<file path="src/rtl/seq_det_pkg.sv">
// Shared definitions for the serial pattern detector: FSM state encoding,
// config-length width helper and the power-on configuration.
package seq_det_pkg;

    typedef enum logic {
        S_FILL = 1'b0,
        S_HUNT = 1'b1
    } state_t;

    localparam int PAT_W_DEFAULT = 4;
    localparam int CNT_W_DEFAULT = 8;
    localparam logic [3:0] PAT_DEFAULT_4 = 4'b1011;

    // Width needed to hold a length in 0..pat_w.
    function automatic int len_w(input int pat_w);
        return $clog2(pat_w + 1);
    endfunction

endpackage

</file>
<file path="src/rtl/seq_detector_param_sat_counter.sv">
// Saturating up-counter with synchronous clear; clear has priority over
// increment, and the count holds once it reaches all-ones.
module sat_counter
    import seq_det_pkg::*;
#(
    parameter int WIDTH = CNT_W_DEFAULT
) (
    input  logic             clk,
    input  logic             reset,
    input  logic             inc,
    input  logic             clr,
    output logic [WIDTH-1:0] count
);

    always_ff @(posedge clk or posedge reset) begin
        if (reset) begin
            count <= '0;
        end else if (clr) begin
            count <= '0;
        end else if (inc && (count != '1)) begin
            count <= count + 1'b1;
        end
    end

endmodule

</file>
<file path="src/rtl/seq_detector_param.sv">
// Runtime-programmable serial bit-pattern detector with registered match pulse
// and saturating match counter. Define SEQDET_GAP_EN to add gap_len/gap_valid.
module seq_detector_param
    import seq_det_pkg::*;
#(
    parameter int              PAT_W       = PAT_W_DEFAULT,
    parameter int              CNT_W       = CNT_W_DEFAULT,
    parameter logic [PAT_W-1:0] PAT_DEFAULT = PAT_W'(PAT_DEFAULT_4)
) (
    input  logic                      clk,
    input  logic                      reset,
    input  logic                      in_valid,
    input  logic                      in_bit,
    input  logic                      cfg_load,
    input  logic [PAT_W-1:0]          cfg_pattern,
    input  logic [len_w(PAT_W)-1:0]   cfg_len,
    input  logic                      cfg_overlap,
    input  logic                      clr_count,
    output logic                      match,
    output logic [CNT_W-1:0]          match_count,
`ifdef SEQDET_GAP_EN
    output logic [CNT_W-1:0]          gap_len,
    output logic                      gap_valid,
`endif
    output logic                      cfg_err
);

    localparam int LEN_W = len_w(PAT_W);

    state_t             state;
    logic [PAT_W-1:0]   hist;
    logic [LEN_W-1:0]   fill_cnt;
    logic [PAT_W-1:0]   pat_q;
    logic [LEN_W-1:0]   len_q;
    logic               ovl_q;

    logic               len_legal;
    logic               cfg_ok;
    logic               accept;
    logic [PAT_W-1:0]   hist_nxt;
    logic [LEN_W-1:0]   fill_inc;
    logic               full;
    logic               hit;
    logic               match_nxt;

    function automatic logic [PAT_W-1:0] len_mask(input logic [LEN_W-1:0] len);
        logic [PAT_W-1:0] m;
        for (int i = 0; i < PAT_W; i++) begin
            m[i] = (i < int'(len));
        end
        return m;
    endfunction

    // A legal load claims the cycle, so a coincident input bit is dropped.
    always_comb begin
        len_legal = (cfg_len != '0) && (cfg_len <= LEN_W'(PAT_W));
        cfg_ok    = cfg_load && len_legal;
        accept    = in_valid && !cfg_ok;
        hist_nxt  = {hist[PAT_W-2:0], in_bit};
        fill_inc  = fill_cnt + 1'b1;
        full      = (state == S_HUNT) || (fill_inc >= len_q);
        hit       = ((hist_nxt ^ pat_q) & len_mask(len_q)) == '0;
        match_nxt = accept && full && hit;
    end

    always_ff @(posedge clk or posedge reset) begin
        if (reset) begin
            state    <= S_FILL;
            hist     <= '0;
            fill_cnt <= '0;
            pat_q    <= PAT_DEFAULT;
            len_q    <= LEN_W'(PAT_W);
            ovl_q    <= 1'b1;
            match    <= 1'b0;
            cfg_err  <= 1'b0;
        end else begin
            match   <= match_nxt;
            cfg_err <= cfg_load && !len_legal;
            if (cfg_ok) begin
                pat_q    <= cfg_pattern;
                len_q    <= cfg_len;
                ovl_q    <= cfg_overlap;
                hist     <= '0;
                fill_cnt <= '0;
                state    <= S_FILL;
            end else if (accept) begin
                hist <= hist_nxt;
                if (!full) begin
                    fill_cnt <= fill_inc;
                end else if (hit && !ovl_q) begin
                    // Non-overlapping: the next match must be built from fresh bits.
                    fill_cnt <= '0;
                    state    <= S_FILL;
                end else begin
                    fill_cnt <= len_q;
                    state    <= S_HUNT;
                end
            end
        end
    end

    sat_counter #(.WIDTH(CNT_W)) u_match_cnt (
        .clk   (clk),
        .reset (reset),
        .inc   (match),
        .clr   (clr_count),
        .count (match_count)
    );

`ifdef SEQDET_GAP_EN
    logic [CNT_W-1:0] since_cnt;
    logic             seen_match;

    function automatic logic [CNT_W-1:0] sat_inc(input logic [CNT_W-1:0] v);
        return (v == '1) ? v : v + 1'b1;
    endfunction

    // Bits accepted since the final bit of the previous match.
    sat_counter #(.WIDTH(CNT_W)) u_gap_cnt (
        .clk   (clk),
        .reset (reset),
        .inc   (accept),
        .clr   (match_nxt || cfg_ok),
        .count (since_cnt)
    );

    always_ff @(posedge clk or posedge reset) begin
        if (reset) begin
            gap_len    <= '0;
            gap_valid  <= 1'b0;
            seen_match <= 1'b0;
        end else if (cfg_ok) begin
            gap_len    <= '0;
            gap_valid  <= 1'b0;
            seen_match <= 1'b0;
        end else if (match_nxt) begin
            seen_match <= 1'b1;
            if (seen_match) begin
                gap_len   <= sat_inc(since_cnt);
                gap_valid <= 1'b1;
            end
        end
    end
`endif

endmodule
</file>
<file path="config.mk">
export PLATFORM = sky130hd
export DESIGN_NAME = seq_detector_param
export DESIGN_NICKNAME = d
export VERILOG_FILES = /design/src/rtl/seq_det_pkg.sv /design/src/rtl/seq_detector_param_sat_counter.sv /design/src/rtl/seq_detector_param.sv
export SDC_FILE = /design/constraint.sdc
export NUM_CORES = 1
export LEC_CHECK = 0
export ABC_AREA = 1
export CORE_MARGIN = 2
export CORE_UTILIZATION = 56
export DETAILED_ROUTE_END_ITERATION = 12
export HOLD_SLACK_MARGIN = 0.12
export PLACE_DENSITY = 0.85
export SETUP_SLACK_MARGIN = 0.15
export SLEW_MARGIN = 20
export SYNTH_ARGS = -nofsm -noshare
export SYNTH_HDL_FRONTEND = slang
export SYNTH_SLANG_ARGS = --single-unit
</file>
<file path="constraint.sdc">
create_clock -name clk -period 2.6 [get_ports clk]
set_input_delay 0.52 -clock clk [delete_from_list [all_inputs] [get_ports clk]]
set_output_delay 0.52 -clock clk [all_outputs]
set_load 0.01 [all_outputs]
</file>
==> flow_summary.yaml <==
final_layout:
  finalNetCount: 228
  diodes: 0
  fillers: 204
  layout_common_cells: "49 x nand2_1, 35 x inv_1, 23 x clkdlybuf4s50_1"
  drive_above_1_share_pct: 10.1
  final_common_cell: "nand2_1"
  finalInstanceArea_um2: 1680
  layout-area-overhead-vs-synth_pct: 21.4
global_routing:
  gr-usage-all-layers_pct: 22.5
  antenna_found_initial: 0
  grt_overflow: 0
  grt_pass1_vias: 1191
  grt_pass1_wl_um: 4790
  grt_max_degree: 26
floorplan:
  dieArea_um2: 2890
  rows: 18
  start_util_pct: 57.5
  die_h_um: 53.7
  fp.coreArea_um2: 2410
  ios: 24
  die_x_um: 53.7
drt:
  avgViaCountPerCell: 5.18
  drt_first_pass_iters: 4
  totalWireLength_um: 2650
  drtIter0Drc: 37
  avgRoutedWirePerCell_um: 11.1
  post-route-drc-count: 0
  via_count: 1233
  ant_nets: 0
clocking:
  path_clk_slew_ps: 130
  cts_tree: "built"
  htreeDepth: 1
  cts_num_sinks: 25
  clock_latency_ps: 310
  cts_setup_buffers: 0
  cts_made_buffers: 3
  cts_hold_buf: 0
  clock_path_buffers: 2
  post_cts_resized: 0
  clock-root-buffer: "clkbuf_4"
timing:
  slew_viol_final: 0
  tns_ps: 0
  finalCriticalPeriod_ps: 1910
  fmax_mhz: 524
  slew_headroom_pct: 79.8
  worst_slew_pin_slew_ps: 303
  rsz0062_at_grt: "no"
  setup_viol: 0
  period_share_pct: 73.4
  finClkSkew_ps: 1.41
  hold_violations: 0
worst_setup_path:
  cp-start-kind: "flop"
  worstSetupEndpoint: "match$_DFF_PP0_"
  slowest_delay_ps: 450
  slowest_stage: "dfrtp_1"
  crit_family: "adder cells"
  rr_worst_depth: 6
  rr_startpoint: "fill_cnt[0]$_DFFE_PP0P_"
  crit_path_start: "fill_cnt[0]$_DFFE_PP0P_"
  end_kind: "flop"
  critPathMaxFanout: 5
  r2r_end: "match$_DFF_PP0_"
  crit_required_ps: 2820
  critPathKind: "reg -> reg"
  crit_buf_inv: 0
  path_cells: "ha_1 > ha_1 > a21boi_1 > o21ai_1 > nand2_1 > and3_1"
  worstPathArrival_ps: 2130
  cp.depth: 6
  r2r_setup_slack_ps: 690
  cp_common_cell: "ha_1"
hold_path:
  min_from: "pat_q[0]$_DFFE_PP1P_"
  min_path_type: "reg -> reg"
synth:
  yosysSeqAreaShare_pct: 45.6
  mappedNetlistNets: 200
  synth_area_per_cell_um2: 7.65
  synth_warnings: 0
  synthesis.area_um2: 1390
  postSynthCellCount: 181
  ys_ff_latch: 25
  ys_types: 28
placed_design:
  place_area_um2: 1660
  portBuffers: 23
  place_congestion: 0.892
  place_hpwl_um: 2050
power_and_ir_drop:
  power.leakage_nw: 0.884
  irDropWorstVdd_mv: 0.483
  cellPowerDensity_nw_per_um2: 625
run_status:
  status: "finished, final reports clean"
flow_run:
  drv_cap: 0
==> per-stage QoR <==
| step | setup slack, ps | utilization, % | std cells | hold slack (ps) | total power [mW] |
|---|---|---|---|---|---|
| 2_1_floorplan | 924 | - | 181 | 450 | 0.769 |
| 3_3_place_gp | 714 | 68.7 | 234 | 471 | 0.861 |
| 3_5_place_dp | 625 | 68.7 | 234 | 481 | 0.875 |
| 4_1_cts | 720 | 69.8 | 238 | 500 | 1.05 |
| 5_1_grt | 590 | 69.8 | 238 | 526 | 1.14 |
| 6_report | 693 | 69.8 | 238 | 496 | 1.05 |
==> kinds of logic after synthesis <==
logic type                 synth area share (%)
DFF                                        45.6
xor gates and xnor gates                   1.26
adders and majority gates                  4.52
AOI/OAI and AO/OA                          9.40
buffers and inverters                      10.4
and+or+nand+nor                            28.8
==> registers in the layout (all words and copies together) (netlist names) <==
name               count
u_match_cnt.count      8
pat_q                  4
fill_cnt               3
hist                   3
len_q                  3
cfg_err                1
match                  1
ovl_q                  1
state                  1
==> report_power, final <==
group	switching [mW]	leakage (nW)	internal [mW]	total (mW)
clock network	0.111	0.0150	0.0600	0.171
logic	0.222	0.551	0.157	0.379
registers	0.0482	0.318	0.452	0.500
==> area by class of cell <==
type,count,area (um2),area share (%)
flip-flops and latches,25,632,37.6
repair buffers,24,238,14.1
clock buffers,4,26.3,1.56
inverters,37,139,8.26
multi-input cells,118,609,36.2
well taps,30,37.5,2.23
==> worst reg2reg max path: cells and delay by family (launching register included) <==
family / cells / cell delay, ps
and+or+nand+nor: 2 / 370
AOI/OAI and AO/OA: 2 / 380
adders and majority gates: 2 / 610
DFF: 1 / 450
==> how the worst min path moves through the flow <==
stage,slack [ps],depth (start not counted),endpoint
final,500,2,pat_q[0]$_DFFE_PP1P_
after global routing,530,2,pat_q[0]$_DFFE_PP1P_
after CTS,500,2,pat_q[0]$_DFFE_PP1P_
after detailed placement,480,2,pat_q[0]$_DFFE_PP1P_
after global placement,470,2,pat_q[0]$_DFFE_PP1P_
after floorplan,450,2,state$_DFFE_PP0P_
==> cells in the mapped netlist, drive strengths merged <==
cell	instances	share of area, %
dfstp	5	9.5
nand3b	1	0.54
o211ai	1	0.54
nand3	12	5.6
buf	1	0.36
and3	1	0.45
nand2	52	15
nor3	4	1.8
xor2	1	0.63
o21ai	10	3.9
a21boi	2	1.1
xnor2	1	0.63
ha	5	4.5
nor2	18	5.4
a21oi	7	2.5
o22ai	3	1.4
inv	37	10
dfrtp	20	36
==> routing by layer <==
layer	global-route usage, %	share of wire (%)
met1	24.8	41
met4	6.84	1.1
met3	3.06	4.2
met2	43.9	54
met5	0	0
Note: power is estimated with default switching activity, not from simulation.
